<file path="src/rtl/pe_col_arbiter.sv">
// pe_col_arbiter
//   Round-robin arbiter that shares one result bus among NUM_COL PE columns.
//   A grant is a burst of max(kernel_size,1) beats from a single column. Each
//   beat carries the granted column index as its tag. There is one IDLE cycle
//   between bursts, and the search for the next grant starts after the column
//   that was served last.
//   Optional feature: define ARB_WDT_EN to enable the stall watchdog. It aborts
//   a burst after WDT_CYCLES cycles in which the granted column shows no valid
//   beat, and pulses err_timeout. Without it, err_timeout is tied 0.
// Ports
//   clk, rst            rising-edge clock, synchronous active-high reset
//   flush               abort current burst, restart arbitration at column 0
//   kernel_size         burst length in beats (0 treated as 1), sampled at grant
//   req                 per-column burst request (level)
//   col_valid/col_data  per-column beat; column i at [i*DATA_WIDTH +: DATA_WIDTH]
//   col_ready           beat accepted from column i
//   out_valid/out_data  muxed result beat
//   out_tag/out_last    granted column (zero-extended), final beat of burst
//   out_ready           downstream accepts the beat
//   busy, flush_busy    state != IDLE, state == FLUSH
//   err_timeout         one-cycle watchdog pulse
module pe_col_arbiter #(
  parameter int DATA_WIDTH = 16,
  parameter int NUM_COL    = 8,
  parameter int WDT_CYCLES = 64
) (
  input  logic                            clk,
  input  logic                            rst,
  input  logic                            flush,
  input  logic [7:0]                      kernel_size,
  input  logic [NUM_COL-1:0]              req,
  input  logic [NUM_COL-1:0]              col_valid,
  input  logic [NUM_COL*DATA_WIDTH-1:0]   col_data,
  output logic [NUM_COL-1:0]              col_ready,
  output logic                            out_valid,
  output logic [DATA_WIDTH-1:0]           out_data,
  output logic [$clog2(NUM_COL):0]        out_tag,
  output logic                            out_last,
  input  logic                            out_ready,
  output logic                            busy,
  output logic                            flush_busy,
  output logic                            err_timeout
);

  localparam int IW = $clog2(NUM_COL);

  typedef enum logic [1:0] {IDLE, BURST, FLUSH} state_t;

  state_t          state, state_nx;
  logic [IW-1:0]   rr_ptr, rr_nx;
  logic [IW-1:0]   grant, grant_nx;
  logic [IW-1:0]   grant_inc;
  logic [IW-1:0]   pick;
  logic            found;
  logic [7:0]      cnt, cnt_nx;
  logic [7:0]      len, len_nx;

  logic            in_burst;
  logic            cur_valid;
  logic            beat;
  logic            last_cnt;
  logic            wdt_hit;

  logic [DATA_WIDTH-1:0] col_word [NUM_COL];

  for (genvar g = 0; g < NUM_COL; g++) begin : g_unpack
    assign col_word[g] = col_data[g*DATA_WIDTH +: DATA_WIDTH];
  end

  // Cyclic priority search: first requesting column at or after rr_ptr.
  always_comb begin
    logic [IW-1:0] idx;
    pick  = '0;
    found = 1'b0;
    idx   = '0;
    for (int unsigned k = 0; k < NUM_COL; k++) begin
      idx = IW'((32'(rr_ptr) + k) % NUM_COL);
      if (!found && req[idx]) begin
        found = 1'b1;
        pick  = idx;
      end
    end
  end

  assign grant_inc = (grant == IW'(NUM_COL - 1)) ? '0 : grant + 1'b1;

  assign in_burst  = (state == BURST);
  assign cur_valid = col_valid[grant];
  assign last_cnt  = (cnt == len - 8'd1);

  // flush suppresses the handshake in the same cycle, so no beat can slip
  // through while the burst is being aborted.
  assign out_valid = in_burst & cur_valid & ~flush;
  assign beat      = out_valid & out_ready;
  assign out_last  = out_valid & last_cnt;
  assign out_data  = in_burst ? col_word[grant] : '0;
  assign out_tag   = in_burst ? {1'b0, grant} : '0;
  assign busy      = (state != IDLE);
  assign flush_busy = (state == FLUSH);

  always_comb begin
    col_ready = '0;
    if (in_burst && !flush && out_ready) col_ready[grant] = 1'b1;
  end

`ifdef ARB_WDT_EN
  localparam int SW = $clog2(WDT_CYCLES + 1);
  logic [SW-1:0] stall_cnt;

  // Fires on the WDT_CYCLES-th consecutive stalled cycle of the burst.
  assign wdt_hit     = in_burst & ~flush & ~cur_valid & (stall_cnt == SW'(WDT_CYCLES - 1));
  assign err_timeout = wdt_hit;

  always_ff @(posedge clk) begin
    if (rst) begin
      stall_cnt <= '0;
    end else if (!in_burst || flush || beat) begin
      stall_cnt <= '0;
    end else if (!cur_valid) begin
      stall_cnt <= stall_cnt + 1'b1;
    end
  end
`else
  assign wdt_hit     = 1'b0;
  assign err_timeout = 1'b0;
`endif

  always_comb begin
    state_nx = state;
    rr_nx    = rr_ptr;
    grant_nx = grant;
    cnt_nx   = cnt;
    len_nx   = len;
    if (flush) begin
      state_nx = FLUSH;
      rr_nx    = '0;
      cnt_nx   = '0;
    end else begin
      case (state)
        IDLE: begin
          if (found) begin
            grant_nx = pick;
            len_nx   = (kernel_size == 8'd0) ? 8'd1 : kernel_size;
            cnt_nx   = '0;
            state_nx = BURST;
          end
        end
        BURST: begin
          if (wdt_hit) begin
            rr_nx    = grant_inc;
            state_nx = IDLE;
          end else if (beat) begin
            cnt_nx = cnt + 8'd1;
            if (last_cnt) begin
              rr_nx    = grant_inc;
              state_nx = IDLE;
            end
          end
        end
        FLUSH:   state_nx = IDLE;
        default: state_nx = IDLE;
      endcase
    end
  end

  always_ff @(posedge clk) begin
    if (rst) begin
      state  <= IDLE;
      rr_ptr <= '0;
      grant  <= '0;
      cnt    <= '0;
      len    <= '0;
    end else begin
      state  <= state_nx;
      rr_ptr <= rr_nx;
      grant  <= grant_nx;
      cnt    <= cnt_nx;
      len    <= len_nx;
    end
  end

endmodule

</file>
<file path="config.mk">
export PLATFORM = sky130hd
export DESIGN_NAME = pe_col_arbiter
export DESIGN_NICKNAME = d
export VERILOG_FILES = /design/src/rtl/pe_col_arbiter.sv
export SDC_FILE = /design/constraint.sdc
export NUM_CORES = 1
export LEC_CHECK = 0
export CAP_MARGIN = 0
export CORE_UTILIZATION = 40
export CTS_CLUSTER_SIZE = 20
export DETAILED_ROUTE_END_ITERATION = 7
export PLACE_DENSITY = 0.94
export SETUP_SLACK_MARGIN = 0.15
export SYNTH_ARGS = -nofsm -noshare
export SYNTH_HDL_FRONTEND = slang
export SYNTH_SLANG_ARGS = --single-unit
</file>
<file path="constraint.sdc">
create_clock -name clk -period 5.3 [get_ports clk]
set_input_delay 1.06 -clock clk [delete_from_list [all_inputs] [get_ports clk]]
set_output_delay 1.06 -clock clk [all_outputs]
set_load 0.02 [all_outputs]
</file>
Word level (Yosys, flattened, before mapping) --
Index checks and enable logic that the tools add are counted.
Word-level totals: flip-flop bits (word level) 24, bits of input ports 156, output and inout bits 33
Operators by class: add/subtract/negate cells 10, magnitude comparators 11, equal/unequal tests 10, multiplexer cells 52, bitwise logic cells 6, reductions and logical operators 28
Operators by type and width (count):
- $bmux W16 S3 | 1
- $mux W16 | 3
- $lt A3 B4 Y1 const B | 9
- $mux W8 | 4
- $mux W3 | 10
- $bmux W1 S3 | 9
- $mux W1 | 18
- $pmux W8 S2 | 1
- $reduce_and A3 Y1 | 5
- $add A3 B3 Y3 const B | 4
- $logic_and A1 B1 Y1 | 10
- $add A8 B1 Y8 const B | 1
- $eq A8 B8 Y1 | 1
- $logic_not A1 Y1 | 8
- $logic_not A8 Y1 | 1
- $mux W2 | 4
- $sub A8 B1 Y8 const B | 1
- $add A3 B1 Y3 const B | 2
- $add A3 B2 Y3 const B | 2
- $ne A3 B2 Y1 const B | 2
- $and A1 B1 Y1 | 4
- $ge A4 B4 Y1 const B | 1
- $ne A2 B1 Y1 const B | 2
- $not A3 Y4 | 1
- other kinds (12) | 13

Depth between registers and ports, before layout --
Gate-level depths: netlist of the first run.
depth in word-level cells 27, mapped depth 12, gate-level depth less buffers 9

Worst setup path before layout of the first run --
Ideal clock, no wire load.
kind register to register, from register rr_ptr[1], to register grant[2], setup time 0.126 ns, arrival 3.077 ns, data required time 5.174 ns, setup slack 2.098 ns, cell stages (with the launch flop) 11, path buffers 2, period minus slack after synthesis 3.202 ns, cells stage by stage dfxtp_1 buf_1 inv_1 ha_1 buf_4 mux4_2 mux2_4 or3_4 or4b_1 nand3_1 o211ai_1
Between the ends: word-level cells in the longest chain between the ends 25
Ends and longest elaborated chain:
- from (decl) | RTL line 50 | logic [IW-1:0] rr_ptr, rr_nx;
- from (signal assigned) | RTL line 175 | rr_ptr <= rr_nx;
- parallel branches: the longest is 25 deep, another holds $add A3 B1 Y3
- to (signal assigned) | RTL line 176 | grant <= grant_nx;
- to (decl) | RTL line 51 | logic [IW-1:0] grant, grant_nx;
Parallel ways; which one is timed is not known. The select of a mux whose other input is x is not followed. A chain may end at the register's enable or synchronous reset.

Final worst setup path of the first run --
from input col_valid[6], to output out_last
Between the ends: word-level cells in the longest chain between the ends 5
Ends and longest elaborated chain:
- from (decl) | RTL line 32 | input logic [NUM_COL-1:0] col_valid,
- $bmux W1 S3 | RTL line 88 | assign cur_valid = col_valid[grant];
- $mux W1 (implied by the code) | RTL line 88
- $and A1 B1 Y1 (2 in series) | RTL line 93 | assign out_valid = in_burst & cur_valid & ~flush;
- $and A1 B1 Y1 | RTL line 95 | assign out_last = out_valid & last_cnt;
- to (decl) | RTL line 38 | output logic out_last,
Every way passes these cells. The select of a mux whose other input is x is not followed.

==> results of run 1 <==
## registers in the layout, indices dropped and copies added (netlist names)
name / flops
rr_ptr: 3
cnt: 8
state: 2
len: 8
grant: 3
## per-layer routing
metal / vias to the layer above / share of wire (%) / GRT usage (%)
li1: 1780 / - / -
met1: 1886 / 37 / 39.1
met2: 234 / 49 / 56.2
met3: 41 / 10 / 5.66
met4: 0 / 4.3 / 15.4
met5: - / 0 / 0
## cell type report
type                            count  area [µm²]
Multi-Input combinational cell    293        2320
Fill cell                         529        1980
Timing Repair Buffer              197        1940
Sequential cell                    24         480
Tap cell                           96         120
Inverter                           13        48.8
Clock buffer                        3        41.3
## path summary, 6_finish.rpt
kind | slack, ps | cells after the start | startpoint | to
worst max-delay path | 820 | 8 | col_valid[6] | out_last
worst min-delay path | 520 | 1 | state[1] | state[0]
worst max register to register | 1160 | 10 | rr_ptr[0] | grant[1]
worst min register to register | 520 | 1 | state[1] | state[0]
## synthesized netlist by cell type, types with 10 or more instances
library cell  number
mux2i_1           20
a41oi_1           12
dfxtp_1           24
xnor2_1           11
inv_1             11
a22oi_1           56
nor3_1            10
a21oi_1           10
clkbuf_1          15
nand3_1           10
nand2_1           13
nor2_1            26
## power breakdown
| group | internal [mW] | switching [mW] | leakage, nW | total, mW |
|---|---|---|---|---|
| clock network | 0.0508 | 0.0559 | 0.0216 | 0.107 |
| logic | 0.169 | 0.109 | 1.50 | 0.277 |
| registers | 0.186 | 0.0114 | 0.195 | 0.197 |
| total | 0.406 | 0.176 | 1.71 | 0.581 |
## logic make-up after synthesis
logic type      after synthesis  synth area share (%)
compound gates              125                  32.4
simple gates                106                  19.4
buf+inv                      38                  5.65
mux                          37                  18.4
flops                        24                  16.3
xor+xnor                     17                  5.06
fa+ha+maj                     6                  2.55
other cells                   1                 0.127
## worst max-delay path: cells and delay by family
| kind | cells | cell delay (ps) |
|---|---|---|
| compound gates | 3 | 570 |
| buf+inv | 3 | 1260 |
| mux | 1 | 90 |
| simple gates | 1 | 440 |
## per-stage QoR
step | util (%) | area, µm² | setup slack (ps) | power (mW) | cells
global placement | 70.8 | 4920 | 901 | 0.466 | 623
CTS | 71.4 | 4960 | 864 | 0.578 | 626
finish | 71.4 | 4960 | 819 | 0.581 | 626
global route | 71.4 | 4960 | 740 | 0.607 | 626
detailed placement | 70.8 | 4920 | 861 | 0.474 | 623
floorplan | - | 2950 | 2100 | 0.308 | 355
==> flow_metrics.tcl, run 1 <==
set metrics [dict create \
    critPathLaunchType "input pin" \
    final_layout_size_suffix_gt1_share_pct 8.68 \
    status "finished, final reports clean" \
    first_pass_iters 5 \
    core_area_um2 6940 \
    hold_violations 0 \
    grt_pass1_vias 3875 \
    cp-end-kind "output port" \
    fin_skew_ps 3.70 \
    cp_data_required_time_ps 4240 \
    grt_pass1_wl_um 19300 \
    cap_violations 0 \
    path_cells "clkdlybuf4s50_1, mux2i_1, o211ai_1, a222oi_1, buf_4, nor4b_1, o211a_1, clkdlybuf4s50_1" \
    slew_viol_final 0 \
    crit_top_cell "clkdlybuf4s50_1" \
    yosys.area.top_type "dfxtp_1" \
    hp-class "reg2reg" \
    die_w_um 87.8 \
    cts_setup_buffers 0 \
    drc 0 \
    wl_per_cell_um 20.7 \
    cts_root_buf "clkbuf_8" \
    fin_tns_setup_ps 0 \
    synth.distinct_cells 63 \
    cts_buffer_depth 2 \
    wirelength_um 12900 \
    diodes 0 \
    path_clk_slew_ps 80 \
    rows 30 \
    viasPerCell 6.30 \
    die_area_um2 7700 \
    grt_max_degree 20 \
    max_slew_margin_pct 31.6 \
    p_leak_nw 1.71 \
    syn_area_um2 2940 \
    num-nets-final 694 \
    syn_avg_cell_area_um2 8.31 \
    die_h_um 87.8 \
    timing.fmax_mhz 223 \
    postSynthCellCount 354 \
    area_delta_synth_final_pct 68.5 \
    final_common_cell "clkdlybuf4s50_1" \
    period_needed_ps 4480 \
    grt_antenna_before_repair 0 \
    synth_top_area_share_pct 16.3 \
    drt_iter0_drc 308 \
    slowest_delay_ps 600 \
    power.density_nw_per_um2 117 \
    critPathKind "in2out" \
    cts_tree "done" \
    finalSetupViolCount 0 \
    holdWs_ps 517 \
    final_antenna_net_count 0 \
    cp_data_arrival_time_ps 3420 \
    dp_hpwl_um 10400 \
    final_cell_mix "clkdlybuf4s50_1, a22oi_1, nor2_1" \
    synth_edf_count 0 \
    vias 3941 \
    yosys_warnings 0 \
    synth_ff_type "dfxtp_1" \
    synth_area_leaders "dfxtp_1, a22oi_1, mux4_2, mux2i_1, a41oi_1" \
    cts_buffers 3 \
    ctsHoldBuffers 0 \
    cts_resized 0 \
    ys_seq_area_share_pct 16.3 \
    gp_congestion 0.978 \
    tightest_slew_ps 1020 \
    gr-usage-all-layers_pct 32.5 \
    initial_core_util_pct 42.4 \
    min_period_over_period_pct 84.5 \
    grt.overflow.total 0 \
    htree_levels 1 \
    crit_slowest_cell "clkdlybuf4s50_1" \
    peakVddDrop_v 0.0000926 \
    io_pins 189 \
    port_buffers 186 \
    clock-sinks 24 \
    crit_fanout 4 \
    insertion_delay_ps 260 \
    async_flop_share_pct 0 \
    rsz0062_at_grt "false" \
    ys_seq_elements 24 \
]
Note: power is estimated with default switching activity, not from simulation.
==> run 2, diff against run 1 <==
--- a/config.mk
+++ b/config.mk
@@ -6,10 +6,10 @@
 export NUM_CORES = 1
 export LEC_CHECK = 0
 export CAP_MARGIN = 0
-export CORE_UTILIZATION = 40
+export CORE_UTILIZATION = 38
 export CTS_CLUSTER_SIZE = 20
 export DETAILED_ROUTE_END_ITERATION = 7
-export PLACE_DENSITY = 0.94
+export PLACE_DENSITY = 0.9
 export SETUP_SLACK_MARGIN = 0.15
 export SYNTH_ARGS = -nofsm -noshare
 export SYNTH_HDL_FRONTEND = slang
==> constraint.sdc (replaced) <==
create_clock -name clk -period 4.5 [get_ports clk]
set_input_delay 0.9 -clock clk [delete_from_list [all_inputs] [get_ports clk]]
set_output_delay 0.9 -clock clk [all_outputs]
set_load 0.02 [all_outputs]
==> flow_metrics.tcl, run 2 (synthesis results as in run 1) <==
set metrics [dict create \
    status "finished, final reports clean" \
    cts_tree "done" \
    crit_fanout 4 \
    htree_levels 1 \
    die_h_um 90 \
    top_regs "cnt (8), len (8)" \
    timing.fmax_mhz 250 \
    die_w_um 90 \
    port_buffers 186 \
    cp_data_arrival_time_ps 3100 \
    final_cell_mix "clkdlybuf4s50_1, a22oi_1, nor2_1" \
    final_antenna_net_count 0 \
    hold_path_depth 1 \
    initial_core_util_pct 39.9 \
    critPathKind "in2out" \
    dp_hpwl_um 10500 \
    grt_antenna_before_repair 0 \
    peakVddDrop_v 0.000115 \
    path_clk_slew_ps 90 \
    gr-usage-all-layers_pct 31.4 \
    cp_data_required_time_ps 3600 \
    hp-class "reg2reg" \
    slew_viol_final 0 \
    insertion_delay_ps 280 \
    diodes 0 \
    cts_setup_buffers 0 \
    final_area_um2 4990 \
    cp-startpoint "col_valid[0]" \
    fin_util_pct 67.7 \
    grt_pass1_wl_um 20300 \
    vias 3822 \
    period_needed_ps 4000 \
    cp-end-kind "output port" \
    fin_tns_setup_ps 0 \
    multi_input_area_um2 2320 \
    seqCellArea_um2 480 \
    place_area_um2 4940 \
    final_layout_size_suffix_gt1_share_pct 9.19 \
    worstSetupEndpoint "out_last" \
    area_delta_synth_final_pct 69.6 \
    max_slew_margin_pct 29.2 \
    grt_max_degree 19 \
    clock-sinks 24 \
    r2r_start "rr_ptr[0]" \
    post-place-cells 628 \
    wl_per_cell_um 20.6 \
    drt_iter0_drc 259 \
    hold_violations 0 \
    min_period_over_period_pct 88.8 \
    cts_resized 0 \
    drc 0 \
    reg2reg_depth 9 \
    rows 31 \
    wirelength_um 13000 \
    grt.overflow.total 0 \
    fin_skew_ps 3.31 \
    io_pins 189 \
    gp_congestion 0.992 \
    r2r-end "grant[1]" \
    power.density_nw_per_um2 143 \
    cap_violations 0 \
    final_common_cell "clkdlybuf4s50_1" \
    stdcell_count 632 \
    rsz0062_at_grt "false" \
    ff2ff_setup_slack_ps 580 \
    first_pass_iters 5 \
    num-fill-cells 616 \
    cts_buffers 3 \
    cts_root_buf "clkbuf_8" \
    core_area_um2 7370 \
    ctsHoldBuffers 0 \
    critPathLaunchType "input pin" \
    tightest_slew_ps 1060 \
    p_leak_nw 1.73 \
    num-nets-final 696 \
    post-place-ws_ps 507 \
    viasPerCell 6.05 \
    cts_buffer_depth 2 \
    setup_slack_ps 504 \
    finalSetupViolCount 0 \
    holdWs_ps 502 \
    grt_pass1_vias 3827 \
    fin_total_pwr_mw 0.713 \
    die_area_um2 8100 \
]
==> run 2: cell types whose count changed in the layout (fill, tap and decap cells not counted), sizes merged <==
cell	previous run	this run
clkbuf	3	4
buf	11	13
==> run 2: where the power goes <==
group / internal, mW / switching [mW]
logic: 0.199 / 0.129
clock network: 0.0784 / 0.0740
registers: 0.219 / 0.0129
==> run 2: how the worst min path moves through the flow <==
| stage | from | to | slack (ps) |
|---|---|---|---|
| after floorplan | state[1] | state[0] | 440 |
| after global placement | state[1] | state[0] | 470 |
| after detailed placement | state[1] | state[0] | 490 |
| after CTS | state[1] | state[0] | 500 |
| after global routing | state[1] | state[0] | 530 |
| final | state[1] | state[0] | 500 |
==> run 2: metal layers <==
layer	vias up	global-route usage, %	wire (µm)
li1	1786	-	-
met4	0	11.3	359
met5	-	0	0
met3	27	6.26	1050
met1	1827	35.2	4940
met2	182	58.3	6700
==> run 2: worst max-delay path: stages <==
cell	delay [ps]
clkdlybuf4s50_1	470
mux2i_1	60
o211ai_1	230
a222oi_1	190
nor4b_1	430
o211a_1	220
clkdlybuf4s50_1	600
==> run 2: area by class of cell <==
cell class                      instances  area share [%]
Inverter                               13           0.977
Clock buffer                            4            1.10
Tap cell                               99            2.48
Sequential cell                        24            9.62
Timing Repair Buffer                  199            39.2
Multi-Input combinational cell        293            46.6
==> run 3, diff against run 2 <==
--- a/config.mk
+++ b/config.mk
@@ -5,7 +5,7 @@
 export SDC_FILE = /design/constraint.sdc
 export NUM_CORES = 1
 export LEC_CHECK = 0
-export CAP_MARGIN = 0
+export CAP_MARGIN = 20
 export CORE_UTILIZATION = 38
 export CTS_CLUSTER_SIZE = 20
 export DETAILED_ROUTE_END_ITERATION = 7
==> results of run 3 <==
The final DEF is identical to that of run 2; final timing and power are the same.
